### config.mk
export PLATFORM = sky130hd
export DESIGN_NAME = aes_128_arb
export DESIGN_NICKNAME = d
export VERILOG_FILES = /design/src/rtl/aes_128_arb.sv
export SDC_FILE = /design/constraint.sdc
export NUM_CORES = 1
export LEC_CHECK = 0
export ABC_AREA = 1
export CORE_AREA = 2 2 361 363
export CTS_CLUSTER_SIZE = 24
export DETAILED_ROUTE_END_ITERATION = 8
export DIE_AREA = 0 0 363 365
export SYNTH_ARGS = -nofsm -noshare
export SYNTH_HDL_FRONTEND = slang
export SYNTH_SLANG_ARGS = --single-unit
### constraint.sdc
create_clock -name clk -period 3.9 [get_ports clk]
set_clock_uncertainty 0.05 [all_clocks]
set_input_delay 0.585 -clock clk [delete_from_list [all_inputs] [get_ports clk]]
set_output_delay 0.585 -clock clk [all_outputs]
set_load 0.1 [all_outputs]
### src/rtl/aes_128_arb.sv
// Round-robin scheduler sharing one aes_128_top among NUM_CH requesters.
// Issued channels are queued in an in-order tag FIFO. Each core result is
// returned to the channel at the head of that FIFO.
module aes_128_arb #(
  parameter int unsigned NUM_CH       = 4,
  parameter int unsigned CH_W         = 2,
  parameter int unsigned MAX_INFLIGHT = 4
) (
  input  logic                  clk,
  input  logic                  kill_n,
  input  logic                  flush,
  input  logic [NUM_CH-1:0]     req_valid,
  input  logic [NUM_CH*128-1:0] req_data,
  output logic [NUM_CH-1:0]     req_ready,
  output logic [127:0]          core_in_data,
  output logic                  core_in_en,
  output logic [CH_W-1:0]       core_ch,
  output logic                  core_kill,
  input  logic                  core_key_ready,
  input  logic [127:0]          core_out_data,
  input  logic                  core_out_en,
  output logic                  rsp_valid,
  output logic [127:0]          rsp_data,
  output logic [CH_W-1:0]       rsp_ch,
  output logic [CH_W:0]         inflight,
  output logic                  err
);

  localparam int unsigned   AW      = (MAX_INFLIGHT > 1) ? $clog2(MAX_INFLIGHT) : 1;
  localparam logic [CH_W:0] MAX_CNT = (CH_W+1)'(MAX_INFLIGHT);

  typedef enum logic [1:0] {IDLE, RUN, FLUSH1, FLUSH2} state_t;

  state_t          state, state_nx;
  logic [CH_W-1:0] ptr;
  logic [CH_W-1:0] win;
  logic            found;
  logic [127:0]    sel_data;
  logic            active, grant_ok, push, pop, empty;
  logic [CH_W-1:0] tag_mem [MAX_INFLIGHT];
  logic [AW-1:0]   wr_ptr, rd_ptr;

  // Grants and pops are only live while not resetting or flushing, so every output reads 0 in reset.
  assign active   = kill_n && (state == IDLE || state == RUN);
  assign empty    = (inflight == '0);
  assign grant_ok = active && !flush && core_key_ready && !core_in_en && (inflight < MAX_CNT);
  assign push     = grant_ok && found;
  assign pop      = active && core_out_en && !empty;

  // Round-robin search from ptr upward with wrap; also selects the winner's block.
  always_comb begin
    found    = 1'b0;
    win      = '0;
    sel_data = '0;
    for (int unsigned k = 0; k < NUM_CH; k++) begin
      if (!found && req_valid[(32'(ptr) + k) % NUM_CH]) begin
        found = 1'b1;
        win   = CH_W'((32'(ptr) + k) % NUM_CH);
      end
    end
    for (int unsigned i = 0; i < NUM_CH; i++) begin
      if (win == CH_W'(i)) sel_data = req_data[128*i +: 128];
    end
  end

  // One-hot grant for the winner.
  always_comb begin
    req_ready = '0;
    if (push) req_ready = NUM_CH'(1) << win;
  end

  // Next-state logic; flush overrides every state.
  always_comb begin
    state_nx = state;
    case (state)
      IDLE:    if (push) state_nx = RUN;
      RUN:     if (empty && !push) state_nx = IDLE;
      FLUSH1:  state_nx = FLUSH2;
      FLUSH2:  state_nx = IDLE;
      default: state_nx = IDLE;
    endcase
    if (flush) state_nx = FLUSH1;
  end

  // State, issue path, round-robin pointer and kill strobe.
  always_ff @(posedge clk or negedge kill_n) begin
    if (!kill_n) begin
      state        <= IDLE;
      ptr          <= '0;
      core_in_en   <= 1'b0;
      core_in_data <= '0;
      core_ch      <= '0;
      core_kill    <= 1'b0;
    end else begin
      state      <= state_nx;
      core_in_en <= push;
      core_kill  <= flush;
      if (push) begin
        core_in_data <= sel_data;
        core_ch      <= win;
        ptr          <= (win == CH_W'(NUM_CH-1)) ? '0 : win + CH_W'(1);
      end
    end
  end

  // Tag storage needs no reset; validity is tracked by the pointers and count.
  always_ff @(posedge clk) begin
    if (push) tag_mem[wr_ptr] <= win;
  end

  // Tag FIFO pointers, outstanding count, response path and sticky error.
  always_ff @(posedge clk or negedge kill_n) begin
    if (!kill_n) begin
      wr_ptr    <= '0;
      rd_ptr    <= '0;
      inflight  <= '0;
      rsp_valid <= 1'b0;
      rsp_data  <= '0;
      rsp_ch    <= '0;
      err       <= 1'b0;
    end else begin
      rsp_valid <= pop;
      if (pop) begin
        rsp_data <= core_out_data;
        rsp_ch   <= tag_mem[rd_ptr];
      end
      if (active && core_out_en && empty) err <= 1'b1;
      if (flush) begin
        wr_ptr   <= '0;
        rd_ptr   <= '0;
        inflight <= '0;
      end else begin
        if (push) wr_ptr <= wr_ptr + AW'(1);
        if (pop)  rd_ptr <= rd_ptr + AW'(1);
        case ({push, pop})
          2'b10:   inflight <= inflight + (CH_W+1)'(1);
          2'b01:   inflight <= inflight - (CH_W+1)'(1);
          default: inflight <= inflight;
        endcase
      end
    end
  end

endmodule

Word-level counts from Yosys, hierarchy flattened. Memories as Yosys holds them, arrays and structs flattened. A register that Yosys moved wholly into a read port is not among the register bits. Cells that the tools add are included.

Register bits: 273. Bits in writable memories: 8. Input bits: 649. Output and inout bits: 271. Memories kept: 1.

Memories: tag_mem (depth 4, bits a word 2, read ports 1, clocked after Yosys merged registers in 1, wr ports 1, RTL line 40) `logic [CH_W-1:0] tag_mem [MAX_INFLIGHT];`.

$add $sub $neg: 8. Magnitude comparators: 5. Eq/ne operators: 10. Shift operators: 1. Muxes and demuxes: 34. Reduce and logical (&&, ||, !) cells: 29.

Operators by type and width (number): two-way mux 128 bit (4); two-way mux 2 bit (12); logical AND 1 bit (13); < comparator 2 x 3 -> 1 bit (second input constant) (4); equality test 2 bit (second input constant) (5); two-way mux 1 bit (10); adder 2 x 1 -> 2 bit (second input constant) (4); binary-select mux 1 bit (select 2 bit) (4); zero test 1 bit (8); one-hot mux 2 bit (4 select lines) (1); equality test 2 x 1 -> 1 bit (second input constant) (3); one-hot mux 3 bit (2 select lines) (1); adder 2 bit (second input constant) (2); zero test 2 bit (2); two-way mux 4 bit (1); nonzero test 2 bit (2); left shift 1 x 2 -> 4 bit (first input constant) (1); adder 3 x 1 -> 3 bit (second input constant) (1); zero test 3 bit (1); < comparator 3 bit (second input constant) (1); two-way mux 3 bit (1); != test 3 x 2 -> 1 bit (second input constant) (1); != test 3 bit (second input constant) (1); nonzero test 3 bit (1); 3 further kinds (3).

Logic depth before layout (Yosys ltp).
Depth after elaboration: 18. Depth in mapped cells: 21. Mapped depth without buffers: 19.

Worst setup path before layout. Ideal clock, no wire load.

Path type: in2out. Start point: in req_valid[3]. End point: out req_ready[3]. Data arrival time: 3.563 ns. Required time: 3.265 ns. Path slack: -0.298 ns. Stages: 15. Cell sequence: inv_1 > nand2_1 > nand3_1 > nand2_1 > nor2_4 > nand2_1 > o211ai_1 > nand2_1 > inv_1 > ha_1 > inv_1 > clkbuf_1 > clkbuf_1 > clkbuf_1 > nor2_1.

Word-level cells in the longest chain between the ends: 14. Elaborated cells between the ends (all ways): 25. Classes of those cells: shift: 1; mux: 17; reduce/logical: 7.

Ends and longest elaborated chain: from (decl) (RTL line 12) `input logic [NUM_CH-1:0] req_valid,`; binary-select mux 1 bit (select 2 bit) (RTL line 56) `if (!found && req_valid[(32'(ptr) + k) % NUM_CH]) begin`; two-way mux 1 bit (implied by the code) (RTL line 56); two-way mux 1 bit (RTL line 56); zero test 1 bit (RTL line 56); logical AND 1 bit (RTL line 56); two-way mux 1 bit (RTL line 56); zero test 1 bit (RTL line 56); logical AND 1 bit (RTL line 56); two-way mux 1 bit (RTL line 56); zero test 1 bit (RTL line 56); logical AND 1 bit (RTL line 56); two-way mux 2 bit (*) (RTL line 56); net win[1] (RTL line 36) `logic [CH_W-1:0] win;`; left shift 1 x 2 -> 4 bit (*) (RTL line 69) `if (push) req_ready = NUM_CH'(1) << win;`; two-way mux 4 bit (*) (RTL line 69); to (decl) (RTL line 14) `output logic [NUM_CH-1:0] req_ready,`.

Mark *: on every way through the listed nets, which the timed path passes. The rest lies on a longest branch. The select of a mux whose other input is x is not followed.

Worst setup path after layout.
Start point: reg ptr[1]. End point: out req_ready[0].

Word-level cells in the longest chain between the ends: 14. Elaborated cells between the ends (all ways): 28. Classes of those cells: add/sub: 3; shift: 1; mux: 17; reduce/logical: 7.

Ends and longest elaborated chain: from (decl) (RTL line 35) `logic [CH_W-1:0] ptr;`; from (signal assigned) (RTL line 101) `ptr <= (win == CH_W'(NUM_CH-1)) ? '0 : win + CH_W'(1);`; parallel branches: the longest is 13 deep, another holds adder 2 x 1 -> 2 bit; two-way mux 4 bit (*) (RTL line 69).

Mark *: on every way between the ends. The select of a mux whose other input is x is not followed.

==> reports/results.tsv <==
stage	metric	value	unit
synthesis	synth_top_area_cell	dfrtp_1	
clocking	clk_path_buf_depth	3	
synthesis	netlist_top_cells_count	nand2_1 (819), o21ai_0 (359), dfrtp_1 (275), nand3_1 (136), a21oi_1 (131)	
timing	hold_viol	0	
clocking	clk_latency	0.59	ns
timing	fin_crit_sh	93.6	%
clocking	clk_pin_slew	0.06	ns
synthesis	synth_compound_area_share	18.5	%
detailed_routing	num_vias	18145	
detailed_routing	wl_per_cell	23.8	microns
power_and_ir_drop	power.share.sequential	12.8	%
critical_path	critical_path_class	flop to output port	
synthesis	synth.mux.area_fraction	0	%
synthesis	syn_nets	2658	
critical_path	cp_max_fo	7	
synthesis	yosys_register_bits	283	
clocking	cts_tree	built	
job	cap_violations	0	
critical_path	cp.arrival	3.02	ns
synthesis	synth_edf_count	8	
hold_path	hp-class	input port to async pin	
synthesis	synthFlopType	dfrtp_1	
critical_path	end_kind	output port	
power_and_ir_drop	pwr-share-comb	74.6	%
clocking	clock_sinks	283	
synthesis	ys_seq_area_share	47.8	%
floorplanning	io_pins	920	
critical_path	crit_path_start_kind	flop	
synthesis	synth_top_area_share	46.2	%
placement	dpl.hpwl	90000	microns
synthesis	ys_warn_count	0	
synthesis	synth_area_per_cell	7.45	sq um
synthesis	yosys.area_share.adder	0.806	%
floorplanning	dieArea	0.132	sq mm
timing	max_slew_margin	17.7	%
synthesis	synth_top_family_by_area	simple AND/OR/NAND/NOR gates	
detailed_routing	drt-total-wl	110000	microns
synthesis	syn_area	0.0149	sq mm
synthesis	synth_xor_area_share	0.118	%
grt	grt_pass1_wl	145000	microns
timing	setup_violations	0	
timing	slew_viol_final	0	
detailed_routing	drt_iter0_drc	1251	
grt	antenna_found_initial	67	
timing	tightest_slew	1.23	ns
timing	rsz0062_at_grt	no	
synthesis	synth.most_common_cell	nand2_1	
timing	fmax	274	MHz
placement	port_buffers	919	
clocking	cts-root-buf	clkbuf_16	
synthesis	synth_area_leaders	dfrtp_1 (46%), nand2_1 (21%), o21ai_0 (12%), nand3_1 (4.6%), a21oi_1 (4.4%)	
detailed_routing	ant_nets	0	
grt	grt_max_degree	133	
floorplanning	die_w	363	microns
synthesis	syn_inst	2000	
floorplanning	core_area	0.129	sq mm
finish	regArea	0.00712	sq mm
detailed_routing	avgViaCountPerCell	3.92	
power_and_ir_drop	finalPower	0.0333	W
finish	fin_nets	3556	
critical_path	required	3.26	ns
floorplanning	start_util	11.6	%
finish	multi_input_area	0.00689	sq mm
timing	setup_ws	0.248	ns
power_and_ir_drop	total_leakage_power	12.3	nW
power_and_ir_drop	p_int	0.0139	W
power_and_ir_drop	clkPwrFrac	12.6	%
power_and_ir_drop	switchingPower	0.0194	W
synthesis	ys_types	34	
detailed_routing	drc	0	
finish	fill_cells	14244	
grt	grt_pass1_vias	17554	
power_and_ir_drop	ir_worst_vdd	0.000727	V
clocking	cts_made_buffers	41	
finish	drive_above_1_share	8.58	%
timing	min_period	3.65	ns
floorplanning	die_y	365	microns
finish	area_growth_syn_to_layout	87.3	%
finish	stdcell_area	0.0279	sq mm
clocking	h-tree-depth	2	
grt	grtUsageTotal	15.8	%
grt	globalRoute.totalOverflow	0	
floorplanning	rows	132	
placement	place_area	0.0263	sq mm
synthesis	yosys.area_share.simple	26.4	%
run_status	run_status	finished clean	
detailed_routing	drt_pre_antenna_iters	6	
power_and_ir_drop	switching_share	58.2	%
placement	post-place-ws	-0.0227	ns
placement	gp_congestion	0.934	
synthesis	async_reset_ff_share	97.2	%
power_and_ir_drop	powerDensity	1200	mW/mm^2
==> through the flow <==
step | instances | hold WS [ns] | utilization [%] | TNS [ns]
detailed placement | 4527 | 0.396 | 20.5 | -0.0227
global route | 4621 | 0.388 | 21.7 | 0
finish | 4626 | 0.411 | 21.7 | 0
CTS | 4599 | 0.360 | 21.6 | 0
floorplan | 2000 | 0.239 | - | 0
global placement | 4527 | 0.401 | 20.5 | 0
==> power by group through the flow <==
stage	Sequential (W)	Combinational [W]	Clock [W]
2_1_floorplan	0.00972	0.00980	0
3_3_place_gp	0.00429	0.0247	0
3_5_place_dp	0.00429	0.0248	0
4_1_cts	0.00427	0.0249	0.00435
5_1_grt	0.00436	0.0269	0.00446
6_report	0.00428	0.0249	0.00419
==> final cells by class <==
class | instances | share of cell area (%)
Timing Repair Buffer | 1010 | 36.3
Sequential cell | 283 | 25.5
Multi-Input combinational cell | 1532 | 24.7
Tap cell | 1675 | 7.51
Clock buffer | 51 | 4.03
Clock inverter | 20 | 1.19
Inverter | 30 | 0.484
Antenna cell | 25 | 0.224
==> layout by cell type (no fill, tap or decap), types with 3 or more instances in the layout <==
| master | instances |
|---|---|
| a21oi_1 | 131 |
| buf_12 | 30 |
| buf_4 | 111 |
| bufinv_16 | 8 |
| clkbuf_1 | 4 |
| clkbuf_16 | 41 |
| clkbuf_8 | 6 |
| clkdlybuf4s50_1 | 867 |
| clkinv_2 | 7 |
| dfrtp_1 | 274 |
| diode_2 | 25 |
| edfxtp_1 | 8 |
| ha_1 | 4 |
| ha_4 | 3 |
| inv_1 | 24 |
| inv_6 | 3 |
| nand2_1 | 817 |
| nand3_1 | 136 |
| nand4_1 | 3 |
| nor2_1 | 19 |
| nor2_2 | 3 |
| o21ai_0 | 359 |
| o21ai_1 | 16 |
| o21ai_2 | 20 |
==> critical path, cell delays in order, from the launching register on <==
cell	delay, ns
dfrtp_1	0.42
inv_1	0.21
nand2_1	0.07
nand2_1	0.11
nand2_1	0.10
nand2_2	0.12
nor2_1	0.06
nor2_1	0.11
xor2_1	0.19
inv_1	0.06
nand2_1	0.08
buf_4	0.15
ha_4	0.17
buf_4	0.16
inv_1	0.05
nor2_2	0.16
buf_12	0.20
==> what timing repair did <==
| item | CTS | global route |
|---|---|---|
| gates resized for setup | 3 | 3 |
| hold buffers | 1 | 0 |
| endpoints found under the hold margin | 25 | 0 |
| pin swaps | 0 | 2 |
| buffers inserted | 0 | 2 |
| setup endpoints to repair | 2 | 5 |
==> path summary, 6_finish.rpt <==
path | startpoint | endpoint | slack, ns | cells after the start
setup / recovery | ptr[1] | req_ready[0] | 0.25 | 16
hold / removal | kill_n | rsp_data[48] | 0.41 | 2
setup reg to reg | ptr[1] | core_in_data[85] | 0.35 | 19
hold reg to reg | err | err | 0.41 | 1
max in group asynchronous | kill_n | ptr[0] | 2.23 | 3
min in group clk | err | err | 0.41 | 1
==> cells by family after synthesis <==
group                      after synthesis
and+or+nand+nor                        989
AOI/OAI and AO/OA                      532
DFF                                    283
buffers and inverters                  185
adders and majority gates                9
xor gates and xnor gates                 2
==> routing by layer <==
layer / global-route usage (%) / share of wire, % / vias up
met5: 0.508 / 0.32 / -
met4: 5.73 / 3.1 / 56
met3: 7.01 / 11 / 189
met2: 24.4 / 45 / 895
met1: 19.2 / 41 / 8590
li1: - / - / 8415
==> registers in the layout, summed over array words and instances, names as in the netlist <==
signal / flops
core_ch: 2
core_in_data: 128
core_in_en: 1
core_kill: 1
err: 1
inflight: 3
ptr: 2
rd_ptr: 2
rsp_ch: 2
rsp_data: 128
rsp_valid: 1
state: 2
tag_mem: 8
wr_ptr: 2
(Power assumes the default switching activity.)
